File: src/rtl/conv1_frame_sequencer.sv
// conv1_frame_sequencer
//
// Frame-level controller for the first binary convolution layer. It holds one
// IMG_W x IMG_H binary image in a local bit buffer. On start it releases the
// conv layer from reset, streams the pixels one per clock (row-major), and
// then counts the layer's valid pulses until the expected count is reached or
// the drain timeout expires.
//
// Ports
//   clk         in   single clock, rising edge
//   rst_n       in   asynchronous active-low reset
//   wr_en       in   buffer write strobe (honoured only when idle and start=0)
//   wr_addr     in   [9:0] pixel address, row*IMG_W+col
//   wr_data     in   pixel value
//   start       in   begin a frame; sampled only while idle
//   conv_valid  in   valid_out_conv1 from the conv layer
//   conv_rst_n  out  drives the conv layer rst_n (held low while idle)
//   pixel_out   out  drives the conv layer pixel_in
//   busy        out  high from start acceptance until frame completion
//   done        out  one-cycle completion pulse
//   error       out  last frame ended with a wrong output count (sticky)
//   out_count   out  [9:0] valid pulses counted in the current/last frame
//
// Interface semantics: there is no backpressure anywhere. start is a request
// that is consumed only in IDLE; conv_valid is a one-way strobe counted on
// every edge while a frame is active; pixel_out is presented for exactly one
// cycle per pixel and the conv layer must take it on the following edge.
//
// All outputs are registers. The buffer has no reset so a mid-frame reset
// leaves the image intact for the next frame.

module conv1_frame_sequencer #(
  parameter int IMG_W     = 28,
  parameter int IMG_H     = 28,
  parameter int OUT_COUNT = 676,
  parameter int TIMEOUT   = 64
) (
  input  logic       clk,
  input  logic       rst_n,
  input  logic       wr_en,
  input  logic [9:0] wr_addr,
  input  logic       wr_data,
  input  logic       start,
  input  logic       conv_valid,
  output logic       conv_rst_n,
  output logic       pixel_out,
  output logic       busy,
  output logic       done,
  output logic       error,
  output logic [9:0] out_count
);

  localparam int NPIX = IMG_W * IMG_H;
  localparam int DW   = (TIMEOUT > 1) ? $clog2(TIMEOUT) : 1;

  typedef enum logic [1:0] {
    S_IDLE   = 2'd0,
    S_STREAM = 2'd1,
    S_DRAIN  = 2'd2
  } state_t;

  state_t        state_q, state_d;
  logic [9:0]    idx_q, idx_d;
  logic [DW-1:0] drain_q, drain_d;
  logic          pix_d, crst_d, busy_d, done_d, err_d;
  logic [9:0]    cnt_d, cnt_upd;
  logic          wr_accept;
  logic          frame_end;

  // ---------------------------------------------------------------------------
  // Image buffer: one bit per pixel, deliberately not reset.
  // Writes are refused while a frame runs and in the start-acceptance cycle,
  // so the image being streamed can never change underneath the stream.
  // ---------------------------------------------------------------------------
  logic pix_buf [NPIX];

  assign wr_accept = wr_en && (wr_addr < 10'(NPIX)) &&
                     (state_q == S_IDLE) && !start;

  always_ff @(posedge clk) begin
    if (wr_accept) begin
      pix_buf[wr_addr] <= wr_data;
    end
  end

  // Saturating increment of the pulse counter (stays at 1023).
  assign cnt_upd = (conv_valid && (out_count != 10'h3FF)) ?
                   out_count + 10'd1 : out_count;

  // ---------------------------------------------------------------------------
  // Next-state / next-output logic
  // ---------------------------------------------------------------------------
  always_comb begin
    state_d   = state_q;
    idx_d     = idx_q;
    drain_d   = drain_q;
    pix_d     = pixel_out;
    crst_d    = conv_rst_n;
    busy_d    = busy;
    done_d    = 1'b0;
    err_d     = error;
    cnt_d     = out_count;
    frame_end = 1'b0;

    case (state_q)
      S_IDLE: begin
        // Pulses arriving while idle are ignored; count/error hold.
        if (start) begin
          state_d = S_STREAM;
          crst_d  = 1'b1;
          pix_d   = pix_buf[0];
          idx_d   = 10'd1;
          cnt_d   = 10'd0;
          err_d   = 1'b0;
          busy_d  = 1'b1;
        end
      end

      S_STREAM: begin
        cnt_d = cnt_upd;
        // idx_q == NPIX means the last pixel went out on the previous edge.
        if (idx_q == 10'(NPIX)) begin
          state_d = S_DRAIN;
          pix_d   = 1'b0;
          drain_d = '0;
        end else begin
          pix_d = pix_buf[idx_q];
          idx_d = idx_q + 10'd1;
        end
      end

      S_DRAIN: begin
        cnt_d = cnt_upd;
        // The exit test looks at the count registered before this edge;
        // the error flag includes any pulse counted at this very edge.
        frame_end = (out_count >= 10'(OUT_COUNT)) ||
                    (drain_q == DW'(TIMEOUT - 1));
        if (frame_end) begin
          state_d = S_IDLE;
          done_d  = 1'b1;
          crst_d  = 1'b0;
          busy_d  = 1'b0;
          err_d   = (cnt_upd != 10'(OUT_COUNT));
        end else begin
          drain_d = drain_q + DW'(1);
        end
      end

      default: begin
        state_d = S_IDLE;
        crst_d  = 1'b0;
        pix_d   = 1'b0;
        busy_d  = 1'b0;
      end
    endcase
  end

  // ---------------------------------------------------------------------------
  // State and output registers
  // ---------------------------------------------------------------------------
  always_ff @(posedge clk or negedge rst_n) begin
    if (!rst_n) begin
      state_q    <= S_IDLE;
      idx_q      <= 10'd0;
      drain_q    <= '0;
      pixel_out  <= 1'b0;
      conv_rst_n <= 1'b0;
      busy       <= 1'b0;
      done       <= 1'b0;
      error      <= 1'b0;
      out_count  <= 10'd0;
    end else begin
      state_q    <= state_d;
      idx_q      <= idx_d;
      drain_q    <= drain_d;
      pixel_out  <= pix_d;
      conv_rst_n <= crst_d;
      busy       <= busy_d;
      done       <= done_d;
      error      <= err_d;
      out_count  <= cnt_d;
    end
  end

endmodule

File: config.mk
export PLATFORM = sky130hd
export DESIGN_NAME = conv1_frame_sequencer
export DESIGN_NICKNAME = d
export VERILOG_FILES = /design/src/rtl/conv1_frame_sequencer.sv
export SDC_FILE = /design/constraint.sdc
export NUM_CORES = 1
export LEC_CHECK = 0
export BUFFER_PORTS_ARGS = -buffer_cell sky130_fd_sc_hd__buf_2
export CORE_ASPECT_RATIO = 0.75
export CORE_UTILIZATION = 50
export DETAILED_ROUTE_END_ITERATION = 8
export GPL_TIMING_DRIVEN = 0
export PLACE_DENSITY = 0.65
export REMOVE_ABC_BUFFERS = 1
export SYNTH_ARGS = -nofsm -noshare
export SYNTH_HDL_FRONTEND = slang
export SYNTH_SLANG_ARGS = --single-unit
File: constraint.sdc
create_clock -name clk -period 3.94 [get_ports clk]
set_input_delay 0.197 -clock clk [delete_from_list [all_inputs] [get_ports clk]]
set_output_delay 0.197 -clock clk [all_outputs]
set_load 0.1 [all_outputs]
# Word level (Yosys, flattened, before mapping)
# Memory sizes are Yosys's and may differ from the RTL's.
# Cells that the tools add are included.
[op_classes]
bitwise_logic = 2
addsub = 3
magnitude_cmp = 2
n_eq_ne = 11
n_reduce_logical = 19
mux = 26
[ops]
columns = ["operator", "count"]
rows = [
  ["$mux 10", 4],
  ["$pmux 10 s2", 2],
  ["$add 10x1->10 const B", 2],
  ["$ne 10x10->1 const B", 2],
  ["$reduce_and 3->1", 5],
  ["$mux 6", 2],
  ["$pmux 6 s2", 1],
  ["$eq 10x10->1 const B", 1],
  ["$ge 10x10->1 const B", 1],
  ["$lt 10x10->1 const B", 1],
  ["$mux 1", 10],
  ["$ne 2x2->1 const B", 5],
  ["$reduce_bool 2->1", 4],
  ["$add 6x1->6 const B", 1],
  ["$eq 6x6->1 const B", 1],
  ["$mux 2", 3],
  ["$pmux 1 s3", 2],
  ["$pmux 2 s3", 1],
  ["$logic_and 1x1->1", 4],
  ["$reduce_and 2->1", 2],
  ["$eq 2x1->1 const B", 1],
  ["$eq 2x2->1 const B", 1],
  ["$logic_not 2->1", 1],
  ["$not 1->1", 2],
  ["4 further kinds", 4],
]
[totals]
n_memories = 1
out_inout_bits = 15
ff_bits = 32
word_cells = 72
in_bits = 16
ramBits = 784
[memory_table]
columns = ["name", "words", "width", "read_ports", "rd_ports_with_merged_regs", "wr", "line", "text"]
rows = [
  ["pix_buf", 784, 1, 2, 0, 1, "75", "logic pix_buf [NPIX];"],
]

# Logic depth before layout (Yosys ltp)
[depth]
word_depth = 6
ltp_mapped = 13
depth_no_buf = 9

# Least setup slack after synthesis
# No wires, ideal clock.
[synth_path]
kind = "register to register"
from = "register idx_q[0]"
to = "register idx_q[6]"
required_time_ns = 3.862
period_less_slack_ns = 2.848
t_arrival_ns = 2.770
setup_time_ns = 0.078
slack_ns = 1.092
n_path_buf = 5
path_stages_with_launch = 14
path_cell_list = "dfrtp_1 buf_6 buf_12 buf_6 buf_6 buf_6 inv_1 ha_1 nand4b_1 nor4b_1 a211oi_1 nand3_1 or3_1 a21oi_1"
[synth_via]
elab_chain_cells = 3
elab_cells_between_ends = 6
classes_between = "add/sub: 1; eq/ne: 2; mux: 2; reduce/logical: 1"
[synth_lines]
columns = ["item", "line", "text"]
rows = [
  ["start: declaration", "63", "logic [9:0] idx_q, idx_d;"],
  ["start signal: assignment", "174", "idx_q <= idx_d;"],
  ["$add 10x1->10 / $eq 10x10->1 (equally long branches)", "128, 122", ""],
  ["$mux 10 / $ne 2x2->1 (equally long branches)", "n/a", ""],
  ["$pmux 10 s2 / $reduce_and 3->1 (equally long branches)", "n/a", ""],
]
# Parallel ways exist; a longest one is shown, timed or not. The select of a mux whose other input is x is not followed.
# A chain may end at the register's enable or synchronous reset.

# Worst setup path after layout
[layout_path]
from = "register idx_q[3]"
to = "register pixel_out"
[layout_via]
elab_chain_cells = 3
elab_cells_between_ends = 4
classes_between = "eq/ne: 1; mux: 2; memory: 1"
[layout_lines]
columns = ["item", "line", "text"]
rows = [
  ["$mem_v2 784x1 / $eq 10x10->1 (equally long branches)", "n/a", ""],
  ["$mux 1 *", "122", "if (idx_q == 10'(NPIX)) begin"],
  ["$pmux 1 s3 *", "105", "case (state_q)"],
  ["end signal: assignment", "176", "pixel_out <= pix_d;"],
  ["end: declaration", "46", "output logic pixel_out,"],
]
# Every way passes the cells marked *; elsewhere a longest branch is shown, timed or not.

==> summary.md <==
The run finished with clean final reports. The worst setup path is captured at a flip-flop. At the end of the flow, the number of nets in the layout was 2511. The run gives 18.60% as the worst slew margin relative to its limit. Setup repair after global routing left no endpoint under its margin. Achievable clock frequency: 259.7 MHz.

For the final antenna-violating net count, the log shows 0. The signal arrival time at the worst endpoint is 4370 ps, and the width of the die is 311.9 µm. The highest fanout seen on the critical path was 39; the final standard cell utilization of the core was 56.86%. The tools report the library cell used as clock root buffer as clkbuf_16.

At the end of routability-driven placement, the weighted congestion stood at 0.8426. The internal power of the cells totals 16.39 mW. Number of global-route vias before repair: 21210. Counting every sink on the clock net gives 816. The endpoint identified for the worst register-to-register timing path is pixel_out. The post-detailed-placement half-perimeter wirelength is 53910 µm. The clock network accounts for 32.2% of the total power.

The per-cell routed wire length was 27.21 µm; the worst setup slack for register-to-register paths was 90 ps. Wire length reported by the detailed router: 95280 µm. The total number of vias was 21880. Post-synthesis sequential element count: 816. The run gives 0.07310 mm² as the area of the die. The tools report the worst-case setup margin in the final layout as 89.05 ps.

Global routing consumed, over all layers together, 26.27% of the routing resources. The logs give 12.19 nW for the static leakage and 67.61% for the sequential cell area fraction in the yosys report. The fraction of layout cells with a size suffix above 1 is 17.95%, and the maximum clock path buffer count is 3.

Floorplan row count: 84. The sequential share of power was 42.7%; the total power was 23.20 mW. In this run the critical register-to-register path is launched from idx_q[3]. After synthesis, the share of flip-flops with an asynchronous set or reset is 3.922%.

The synthesized netlist contains 73 unique library cells. The post-layout instance count excluding filler cells came out at 3502. The layout filler cell count was 5589; the fraction of power spent switching nets was 29.35%. In this run the worst setup path terminates at pixel_out. After detailed routing, the number of remaining DRC violations is 0.

The first global-routing pass estimated 138600 µm of wire. Across the run, the number of max-cap violations was 0. The number of clock buffers added by TritonCTS is 79. The number of antenna violations at the first check in global routing was 8.

The setup path with the least slack is of type flip-flop to flip-flop. The first TritonRoute pass finished after 6 iterations. Setup violations remaining at the end of the flow were counted as 0. Count of flip-flops with a built-in enable after synthesis: 784. At the placement stage, the worst setup path has a slack of -1259 ps. In this run the tool buffered the top-level ports with 30 buffer cells. Compared with the post-synthesis result, the final layout area differs by 11.54%. The library cell used most frequently in the layout, excluding fill and tap cells, is nor2_1. The final period utilization is 97.74%. The top cell types in the final layout, fill and taps aside, are nor2_1, edfxtp_1, mux4_2, clkbuf_16, nand2_1. The tools report the number of pins with negative max-slew slack in the final report as 0.

The I/O pin total is 31, and the clock-pin slew on the worst setup and hold paths is 60 ps. The standard cell core area came out at 0.07063 mm². The initial cell density of the core is 50.98%.

The worst setup path is launched from a flip-flop. The cell count after synthesis came out at 2544. Counting cells, the worst reg-to-reg path comes to 7. Data on the critical path is required at its endpoint by 4460 ps. The worst clock skew came out at 17.59 ps.

The tools report the timing startpoint of the critical path as idx_q[3]. Each instance of the synthesized netlist takes up on average 14.15 µm². The tools report the combined area of all synthesized cells as 0.03601 mm². The cell count after placement is 3330, and the average vias per placed instance is 6.249. Combinational cells account for 25.1% of the total power.

Measured along the y axis, the die boundary spans 234.4 µm. The tools report the number of warnings reported in the yosys synthesis log as 0. TritonCTS built the clock tree. Count of H-tree levels built during CTS: 3. The clock latency of the later-clocked register in the worst-skew pair is 630 ps, and the overflow left after global routing is 0. Counting I/O delays and the setup requirement, the final critical path takes 3851 ps. In this run, the number of DRC markers left after iteration 0 of detailed routing was 2912. The pin count of the biggest net entering global routing was 206. In this run the worst hold path is classified as input pin to flip-flop. Across the VDD grid, the largest voltage drop is 0.3807 mV.

At the pin with the least slew margin, the transition time is 1217 ps. The areal power density over the cells works out to 577.7 mW/mm². The prevailing post-synth register cell was edfxtp_1. The net switching component of the power was 6.809 mW. The number of failing hold endpoints at the final stage is 0.
-- synthesized netlist by cell type (all sizes together), types with 10 or more instances --
library cell	count	area share, %
nor2	826	8.6
edfxtp	784	65
mux4	193	12
clkbuf	176	1.8
nand2	86	0.90
buf	53	1.1
mux2i	49	1.4
a21oi	36	0.50
dfrtp	32	2.2
a22oi	26	0.54
nor3	25	0.36
o21ai	23	0.32
inv	17	0.18
nand3	15	0.21
o221ai	14	0.34
nor2b	12	0.21
nand4	11	0.19
and2	10	0.17
-- repair_timing --
action / 4_1_cts / 5_1_grt
hold endpoints to repair: 33 / 0
buffers inserted: 11 / 9
pin swaps: 3 / 1
setup endpoints to repair: 788 / 173
hold buffers: 2 / 0
gates resized for setup: 13 / 3
-- flip-flops by register name, indices dropped and copies added (netlist names) --
register   flops
pix_buf      784
idx_q         10
out_count     10
drain_q        6
state_q        2
busy           1
done           1
error          1
pixel_out      1
-- power by group through the flow --
stage / combinational, mW / sequential (mW) / clock [mW]
after floorplan: 3.25 / 10.6 / 0
after global placement: 3.76 / 10.6 / 0
after detailed placement: 5.55 / 10.2 / 0
after CTS: 5.68 / 9.97 / 7.54
after global routing: 6.15 / 9.92 / 7.85
final: 5.82 / 9.92 / 7.46
-- layer usage --
layer  GRT usage, %  wire (µm)  part of all wire (%)
met5              0         37                 0.039
met4          9.252       3167                   3.3
met3          5.430       9951                    10
met2          41.56      44230                    46
met1          36.46      37890                    40
-- worst min path at each step --
stage / start / to / slack [ps] / cells past startpoint
after floorplan: rst_n / busy / -100 / 0
after global placement: rst_n / out_count[8] / 300 / 1
after detailed placement: rst_n / out_count[8] / 320 / 1
after CTS: conv_valid / out_count[0] / 140 / 4
after global routing: conv_valid / out_count[0] / 220 / 4
final: conv_valid / out_count[0] / 160 / 4
-- worst max-delay path, stage by stage, from the launching register on --
cell	delay (ps)
dfrtp_4	1050
nand3b_2	760
o221ai_1	420
a21oi_1	100
a2111oi_0	830
nor4_2	150
o31a_1	140
o31ai_1	250
-- kinds of logic after synthesis --
kind of cell | after synthesis | share of synthesized area, %
adders and majority gates | 8 | 0.2780
buffers and inverters | 249 | 3.110
and+or+nand+nor | 1035 | 11.69
xor gates and xnor gates | 11 | 0.2676
muxes | 246 | 13.56
AOI/OAI and AO/OA | 179 | 3.485
DFF | 816 | 67.61
-- area by class of cell --
cell class	instances	area (µm²)	area share, %
well taps	946	1184	2.947
flip-flops and latches	816	24360	60.65
inverters	20	78.83	0.1963
clock inverters	47	351.6	0.8754
repair buffers	91	1325	3.299
clock buffers	99	2147	5.346
multi-input cells	1479	10710	26.66
diodes	4	10.01	0.02492
-- stage by stage --
stage	hold WS [ps]	TNS, ps	cell area [µm²]
global route	223.9	0	40150
floorplan	-98.59	-97050	34960
CTS	140.2	0	40070
global placement	295.2	-5335110	36300
detailed placement	317.9	-730570	37360
finish	164.0	0	40160
Power figures use the tool's default switching activity.
